## config.mk

```make
export PLATFORM = sky130hd
export DESIGN_NAME = div_result_queue
export DESIGN_NICKNAME = d
export VERILOG_FILES = /design/src/rtl/div_pkg.sv /design/src/rtl/div_result_store.sv /design/src/rtl/div_result_queue.sv
export SDC_FILE = /design/constraint.sdc
export NUM_CORES = 1
export LEC_CHECK = 0
export ABC_AREA = 0
export BUFFER_PORTS_ARGS = -buffer_cell sky130_fd_sc_hd__buf_2
export CELL_PAD_IN_SITES_DETAIL_PLACEMENT = 0
export CELL_PAD_IN_SITES_GLOBAL_PLACEMENT = 1
export CORE_MARGIN = 4
export CORE_UTILIZATION = 48
export CTS_CLUSTER_DIAMETER = 40
export DETAILED_ROUTE_END_ITERATION = 6
export PLACE_DENSITY_LB_ADDON = 0.25
export SLEW_MARGIN = 20
export SYNTH_ARGS = -nofsm -noshare
export SYNTH_HDL_FRONTEND = slang
export SYNTH_SLANG_ARGS = --single-unit
```

## constraint.sdc

```tcl
create_clock -name clk -period 2.5 [get_ports clk]
set_clock_uncertainty 0.2 [all_clocks]
set_input_delay 0.125 -clock clk [delete_from_list [all_inputs] [get_ports clk]]
set_output_delay 0.125 -clock clk [all_outputs]
set_load 0.03 [all_outputs]
```

## src/rtl/div_pkg.sv

```systemverilog
// rtl/div_pkg.sv - shared constants and types for the divider result path
//
// Purpose: op-select encoding carried in the request tag and the default
//          per-lane result type used by the divider writeback stages.
// Ports:   none (package).
package div_pkg;

    // Tag bit that chooses which divider output is written back.
    localparam int DIV_SEL_BIT = 0;

    localparam logic DIV_SEL_QUO = 1'b0;
    localparam logic DIV_SEL_REM = 1'b1;

    // One lane of quotient/remainder at the default 32-bit width.
    typedef logic [31:0] div_lane_t;

endpackage

```

## src/rtl/div_result_store.sv

```systemverilog
// rtl/div_result_store.sv - DEPTH-entry register array for the result queue
//
// Purpose: storage for queued divider results; one synchronous write port,
//          one asynchronous read port. Contents are not reset.
// Ports:
//   clk      in   clock
//   we       in   write enable
//   wr_ptr   in   write entry index
//   wr_data  in   entry to write
//   rd_ptr   in   read entry index
//   rd_data  out  entry at rd_ptr (combinational)
module div_result_store #(
    parameter int DEPTH = 4,
    parameter int DW    = 40,
    parameter int PW    = $clog2(DEPTH)
) (
    input  logic          clk,
    input  logic          we,
    input  logic [PW-1:0] wr_ptr,
    input  logic [DW-1:0] wr_data,
    input  logic [PW-1:0] rd_ptr,
    output logic [DW-1:0] rd_data
);

    logic [DW-1:0] mem [DEPTH];

    always_ff @(posedge clk) begin
        if (we) begin
            mem[wr_ptr] <= wr_data;
        end
    end

    assign rd_data = mem[rd_ptr];

endmodule

```

## src/rtl/div_result_queue.sv

```systemverilog
// rtl/div_result_queue.sv - result select and FIFO behind the serial divider
//
// Purpose: captures each completed divide, keeps quotient or remainder as
//          chosen by tag bit 0, and buffers it so writeback stalls never
//          hold the divider's output handshake. Strict FIFO order, no
//          fall-through: a push is visible at the output the next cycle.
// Optional: VX_DIV_RESULT_PERF_EN adds perf_stall_cycles, a wrapping count of
//          cycles where the divider offered a result while the queue was full.
// Ports:
//   clk               in   clock
//   reset             in   asynchronous active-high reset
//   valid_in          in   divider result valid
//   ready_in          out  queue can accept a result (registered, !full)
//   quotient_in       in   per-lane quotient   (LANES*WIDTH)
//   remainder_in      in   per-lane remainder  (LANES*WIDTH)
//   tag_in            in   request tag, bit0 = 1 selects remainder
//   valid_out         out  head entry valid (registered, !empty)
//   ready_out         in   writeback accepts
//   result_out        out  selected per-lane result of head entry
//   tag_out           out  tag of head entry
//   perf_stall_cycles out  back-pressure cycle count (perf build only)
module div_result_queue
    import div_pkg::*;
#(
    parameter int LANES = 1,
    parameter int WIDTH = 32,
    parameter int TAGW  = 8,
    parameter int DEPTH = 4
) (
    input  logic                   clk,
    input  logic                   reset,
    input  logic                   valid_in,
    output logic                   ready_in,
    input  logic [LANES*WIDTH-1:0] quotient_in,
    input  logic [LANES*WIDTH-1:0] remainder_in,
    input  logic [TAGW-1:0]        tag_in,
    output logic                   valid_out,
    input  logic                   ready_out,
    output logic [LANES*WIDTH-1:0] result_out,
    output logic [TAGW-1:0]        tag_out
`ifdef VX_DIV_RESULT_PERF_EN
    ,
    output logic [31:0]            perf_stall_cycles
`endif
);

    localparam int RW = LANES * WIDTH;
    localparam int DW = RW + TAGW;
    localparam int PW = $clog2(DEPTH);

    localparam logic [PW:0]   CNT_ONE  = 1;
    localparam logic [PW:0]   CNT_FULL = DEPTH;
    localparam logic [PW-1:0] PTR_ONE  = 1;

    logic [PW-1:0] rd_ptr;
    logic [PW-1:0] wr_ptr;
    logic [PW:0]   count;
    logic [PW:0]   count_nxt;
    logic          full_q;
    logic          empty_q;
    logic          push;
    logic          pop;
    logic [RW-1:0] sel_result;
    logic [DW-1:0] rd_data;

    assign ready_in  = !full_q;
    assign valid_out = !empty_q;
    assign push      = valid_in && !full_q;
    assign pop       = !empty_q && ready_out;

    // The op-select applies to every lane of the request, so the choice is
    // made once on the whole vector before it is written.
    assign sel_result = (tag_in[DIV_SEL_BIT] == DIV_SEL_QUO) ? quotient_in : remainder_in;

    always_comb begin
        count_nxt = count;
        if (push && !pop) begin
            count_nxt = count + CNT_ONE;
        end else if (pop && !push) begin
            count_nxt = count - CNT_ONE;
        end
    end

    // full/empty are flopped from the next count so neither handshake output
    // has a combinational path from any input.
    always_ff @(posedge clk or posedge reset) begin
        if (reset) begin
            rd_ptr  <= '0;
            wr_ptr  <= '0;
            count   <= '0;
            full_q  <= 1'b0;
            empty_q <= 1'b1;
        end else begin
            if (push) begin
                wr_ptr <= wr_ptr + PTR_ONE;
            end
            if (pop) begin
                rd_ptr <= rd_ptr + PTR_ONE;
            end
            count   <= count_nxt;
            full_q  <= (count_nxt == CNT_FULL);
            empty_q <= (count_nxt == '0);
        end
    end

    div_result_store #(
        .DEPTH (DEPTH),
        .DW    (DW),
        .PW    (PW)
    ) u_store (
        .clk     (clk),
        .we      (push),
        .wr_ptr  (wr_ptr),
        .wr_data ({tag_in, sel_result}),
        .rd_ptr  (rd_ptr),
        .rd_data (rd_data)
    );

    assign result_out = rd_data[RW-1:0];
    assign tag_out    = rd_data[DW-1:RW];

`ifdef VX_DIV_RESULT_PERF_EN
    always_ff @(posedge clk or posedge reset) begin
        if (reset) begin
            perf_stall_cycles <= '0;
        end else if (valid_in && full_q) begin
            perf_stall_cycles <= perf_stall_cycles + 32'd1;
        end
    end
`endif

endmodule

```

# [Yosys cells after proc, flatten, opt, wreduce, memory -nomap -nowiden]
# Memories as Yosys holds them, arrays and structs flattened.
# Cells that the tools add are included.
[word_totals] ff_bits=9 latch_bits=0 ramBits=160 romBits=0 inputBits=76 out_inout_bits=42 word_cells=25 n_memories=1
[op_classes] addsub=4 multipliers=0 div=0 magnitude_cmp=0 n_eq_ne=1 shifts=0 mux=5 bitwise=0 n_reduce_logical=9
[mem_list] name="u_store.mem" words=4 width=40 rd=1 rd_clocked_by_memory_dff=0 wr=1 line="div_result_store.sv:25" source="logic [DW-1:0] mem [DEPTH];"
[op_table] operator="$mux W32" n=1
[op_table] operator="$mux W3" n=2
[op_table] operator="$add A2 B1 Y2 const B" n=2
[op_table] operator="$logic_and A1 B1 Y1" n=4
[op_table] operator="$logic_not A1 Y1" n=4
[op_table] operator="$add A3 B1 Y3 const B" n=1
[op_table] operator="$eq A3 B3 Y1 const B" n=1
[op_table] operator="$logic_not A3 Y1" n=1
[op_table] operator="$sub A3 B1 Y3 const B" n=1
[op_table] operator="$mux W1" n=2

# [Depth between registers and ports, before layout]
[depth] ltp_word=7 depth_mapped=5 ltp_nobuf=5

# [Modules after synthesis]
# Synthesis repeated with hierarchy kept, for this count alone.
[unflattened] cells_unflattened=297 hier_area_um2=6772.7
[modules_own_cells] module="div_result_store" n_inst=1 cells_per_inst=213 area_each_um2=5848.1 seq_area_each_um2=4804.6
[modules_own_cells] module="div_result_queue" n_inst=1 cells_per_inst=84 area_each_um2=924.6 seq_area_each_um2=226.5

# [Least setup slack after synthesis]
# OpenSTA, ideal clock, no wires.
[synth_timing] path_kind="reg-to-reg" from="reg full_q" to="mem u_store.mem[0][0], enable pin" setup_ns=0.379 t_arrival_ns=1.210 t_required_ns=1.921 path_slack_ns=0.710 path_stages_with_launch=4 n_path_buf=1 synth_period_minus_slack_ns=1.790 path_cell_list="dfrtp_1 > nor2b_2 > buf_6 > and2_2"
[synth_via] elab_chain_len=4
[synth_rtl] element="from (decl)" line="div_result_queue.sv:59" source="logic full_q;"
[synth_rtl] element="from (signal assigned)" line="div_result_queue.sv:101" source="full_q <= (count_nxt == CNT_FULL);"
[synth_rtl] element="$logic_not A1 Y1" line="div_result_queue.sv:68" source="assign push = valid_in && !full_q;"
[synth_rtl] element="$logic_and A1 B1 Y1" line="div_result_queue.sv:68"
[synth_rtl] element="$mux W1" line="div_result_store.sv:28" source="if (we) begin"
[synth_rtl] element="$mux W1 (implied by the code)" line="div_result_store.sv:29" source="mem[wr_ptr] <= wr_data;"
[synth_rtl] element="to (decl)" line="div_result_store.sv:25"
# Every way passes these cells.

# [Final worst setup path]
[layout_timing] from="reg rd_ptr[0]" to="out result_out[17]"
[layout_via] elab_chain_len=1
[layout_rtl] element="from (decl)" line="div_result_queue.sv:55" source="logic [PW-1:0] rd_ptr;"
[layout_rtl] element="from (signal assigned)" line="div_result_queue.sv:98" source="rd_ptr <= rd_ptr + PTR_ONE;"
[layout_rtl] element="$mem_v2 Z4 W40"
[layout_rtl] element="to (decl)" line="div_result_queue.sv:39" source="output logic [LANES*WIDTH-1:0] result_out,"
# Every way passes these cells.

==> run_results.csv <==
group,metric,value,unit
sta,setup_slack,0.245,ns
worst_setup_path,max_stage_delay,0.54,ns
detailed_routing,drt_pass1_iterations,4,
worst_setup_path,path_class,"reg2out",
clock_network,clk_pin_slew,0.06,ns
clock_network,cts_made_buffers,17,
floorplanning,core_area,13500,um2
grt,grt_pass1_vias,3955,
clock_network,htreeDepth,4,
worst_setup_path,crit_path_end,"result_out[17]",
sta,setup_viol,0,
worst_setup_path,cp_data_arrival_time,1.93,ns
sta,max_clock_freq,0.443,GHz
pwr,ir_drop,0.595,mV
layout,area.growth.synth_to_final,33.0,%
pwr,seqPwrFrac,39.4,%
grt,grt_max_degree,29,
clock_network,tritoncts,"yes",
yosys,synth_area_per_cell,22.2,um2
yosys,syn-num-nets,383,
sta,period_share,90.2,%
pwr,p_per_area,1120,nW/um2
sta,maxSlewHeadroom,71.1,%
grt,grtUsageTotal,17.4,%
grt,antenna_found_initial,0,
worst_setup_path,cp_max_fo,11,
detailed_routing,ant_nets,0,
clock_network,clock-sinks,169,
worst_setup_path,crit_slowest_cell,"mux4_2",
yosys,ys_seq_area_share,75.1,%
sta,max_slew.worst_pin.slew,0.434,ns
worst_setup_path,ff2ff_setup_slack,0.55,ns
yosys,syn-cell-area,6700,um2
clock_network,clk_path_buf_depth,2,
worst_setup_path,critPathLaunchType,"flip-flop",
floorplanning,initial_core_util,49.8,%
placement,hpwlAfterDp,8.23,mm
placement,port_buffers,117,
detailed_routing,drc,0,
detailed_routing,vias_per_cell,5.13,
grt,overflow,0,
layout,layout-drive-gt1-share,47.1,%
floorplanning,die_x,126,um
clock_network,cts_resized,0,
pwr,combPwrFrac,35.6,%
yosys,ys.warnings.count,0,
sta,fin_crit,2.25,ns
pwr,p_int,6.63,mW
layout,n_fill_cell,958,
layout,finalNetCount,599,
floorplanning,rows,42,
yosys,ys_seq_elements,169,
detailed_routing,wl,13.3,mm
floorplanning,die-area,15900,um2
status,status,"finished clean",
detailed_routing,drtIter0Drc,196,
pwr,switching_share,33.4,%
sta,rsz0062_at_grt,"no",
detailed_routing,wl_per_cell,18.8,um
placement,gp_congestion,0.696,
grt,grt_pass1_wl,21.0,mm
yosys,synth_cells,301,
clock_network,clock_latency,0.42,ns
placement,pre_cts_ws,0.518,ns
layout,n_antenna_cell,0,
worst_setup_path,regToRegEndpoint,"u_store.mem[2][27]",
worst_setup_path,crit_start,"rd_ptr[0]",
sta,hold_viol,0,
flow_run,max_cap_violations,0,
worst_hold_path,hold_path_class,"in2async",
sta,fin_tns_setup,0,ns
detailed_routing,num_vias,3617,
sta,final_max_slew_viol_count,0,
worst_setup_path,r2r_cells,3,
worst_setup_path,crit_path_end_kind,"primary output",
pwr,power_leakage,3.24,nW
floorplanning,io_pins,118,
clock_network,cts_root_buffer,"clkbuf_16",
worst_setup_path,critPathRequiredTime,2.17,ns
pwr,p_sw,3.32,mW
yosys,synth.distinct_cells,30,
floorplanning,die_height,126,um
pwr,clock_power_share,25.1,%
worst_setup_path,cp_cell_sequence,"buf_4 > mux4_2 > buf_2",
worst_setup_path,rr_startpoint,"full_q",
==> cell usage after synthesis <==
master	count	area (um2)
and2_2	4	30.0
nor3b_1	1	7.51
nor3_1	2	10.0
mux2_2	30	338
nor2b_2	2	17.5
a211oi_2	1	12.5
and3_1	1	6.26
mux2_1	2	22.5
xnor2_1	5	43.8
ha_1	6	75.1
nor2_2	1	6.26
or2b_2	2	17.5
or4_4	1	11.3
dfrtp_1	8	200
nand2_1	2	7.51
nor2_1	4	15.0
dfstp_2	1	26.3
a21boi_0	1	7.51
nand3b_1	1	7.51
o21ai_0	1	5.00
buf_6	1	11.3
buf_2	10	50.1
a211oi_1	1	7.51
buf_1	2	7.51
o21ai_1	1	5.00
mux4_2	40	901
a2bb2oi_1	1	8.76
inv_1	7	26.3
edfxtp_1	160	4800
clkbuf_1	2	7.51
==> worst max-delay path: cells and delay by family (launching register included) <==
family	cells	cell delay, ns
DFF	1	0.53
buffers and inverters	2	0.44
muxes	1	0.54
==> cells in the final DEF (no fill, tap or decap), drive strengths merged, types with 2 or more instances in the layout <==
| cell type | count |
|---|---|
| xnor2 | 5 |
| mux2 | 32 |
| nor3 | 2 |
| clkbuf | 20 |
| clkinv | 4 |
| nor2 | 5 |
| dfrtp | 8 |
| bufinv | 2 |
| nand2 | 2 |
| mux4 | 40 |
| or2b | 2 |
| buf | 138 |
| clkinvlp | 4 |
| dlygate4sd3 | 74 |
| a211oi | 2 |
| o21ai | 2 |
| edfxtp | 160 |
| ha | 6 |
| and2 | 4 |
| nor2b | 2 |
| inv | 8 |
==> how the worst min path moves through the flow <==
stage	from	end	slack (ns)	cells after the start
final	reset	full_q	0.02	3
after global placement	reset	count[2]	-0.08	2
after floorplan	reset	count[0]	-0.25	1
after global routing	reset	full_q	0.04	3
after detailed placement	reset	full_q	-0.08	2
after CTS	reset	full_q	0.007	3
==> power by group through the flow <==
stage	clock network [mW]	logic, mW	registers [mW]
after global routing	2.67	3.80	3.97
after global placement	0	3.35	3.99
after CTS	2.54	3.50	3.97
final	2.50	3.54	3.92
after detailed placement	0	3.38	4.02
after floorplan	0	2.49	3.88
==> flip-flops by register name (all words and copies together) (netlist names) <==
| register | count |
|---|---|
| u_store.mem | 160 |
| wr_ptr | 2 |
| count | 3 |
| empty_q | 1 |
| rd_ptr | 2 |
| full_q | 1 |
==> kinds of logic after synthesis <==
logic type | Yosys count | share of synthesized area (%)
flip-flops | 169 | 75.1
multiplexers | 72 | 18.8
buffers and inverters | 22 | 1.53
AND/OR/NAND/NOR | 21 | 2.04
AO/OA/AOI/OAI | 6 | 0.691
adder cells (fa/ha/maj) | 6 | 1.12
XOR/XNOR | 5 | 0.654
==> timing repair <==
action | 4_1_cts | 5_1_grt
buffers inserted | 0 | 6
hold endpoints to repair | 169 | 0
setup endpoints to repair | 0 | 1
hold buffers | 74 | 0
==> layout make-up <==
type	instances	area [um2]	area share (%)
Tap cell	176	220	2.47
Clock inverter	11	125	1.41
Timing Repair Buffer	212	1500	16.8
Clock buffer	20	437	4.90
Inverter	7	26.3	0.295
Multi-Input combinational cell	110	1560	17.6
Sequential cell	169	5040	56.6
==> per-layer routing <==
layer / GRT usage (%) / wire length (um) / up-vias
li1: - / - / 1670
met1: 21.9 / 5540 / 1833
met2: 29.2 / 6820 / 98
met3: 5.08 / 711 / 16
met4: 5.68 / 204 / 0
met5: 0 / 0 / -
==> per-stage QoR <==
stage | cell area [um2] | hold slack, ns | total power [mW] | utilization, % | cells
floorplan | 6700 | -0.248 | 6.37 | - | 301
global placement | 7560 | -0.0819 | 7.34 | 56.2 | 594
finish | 8900 | 0.0167 | 9.96 | 66.2 | 705
global route | 8900 | 0.0378 | 10.4 | 66.2 | 705
detailed placement | 7560 | -0.0809 | 7.40 | 56.2 | 594
CTS | 8860 | 0.00749 | 10.0 | 65.8 | 699
(Power assumes the default switching activity.)
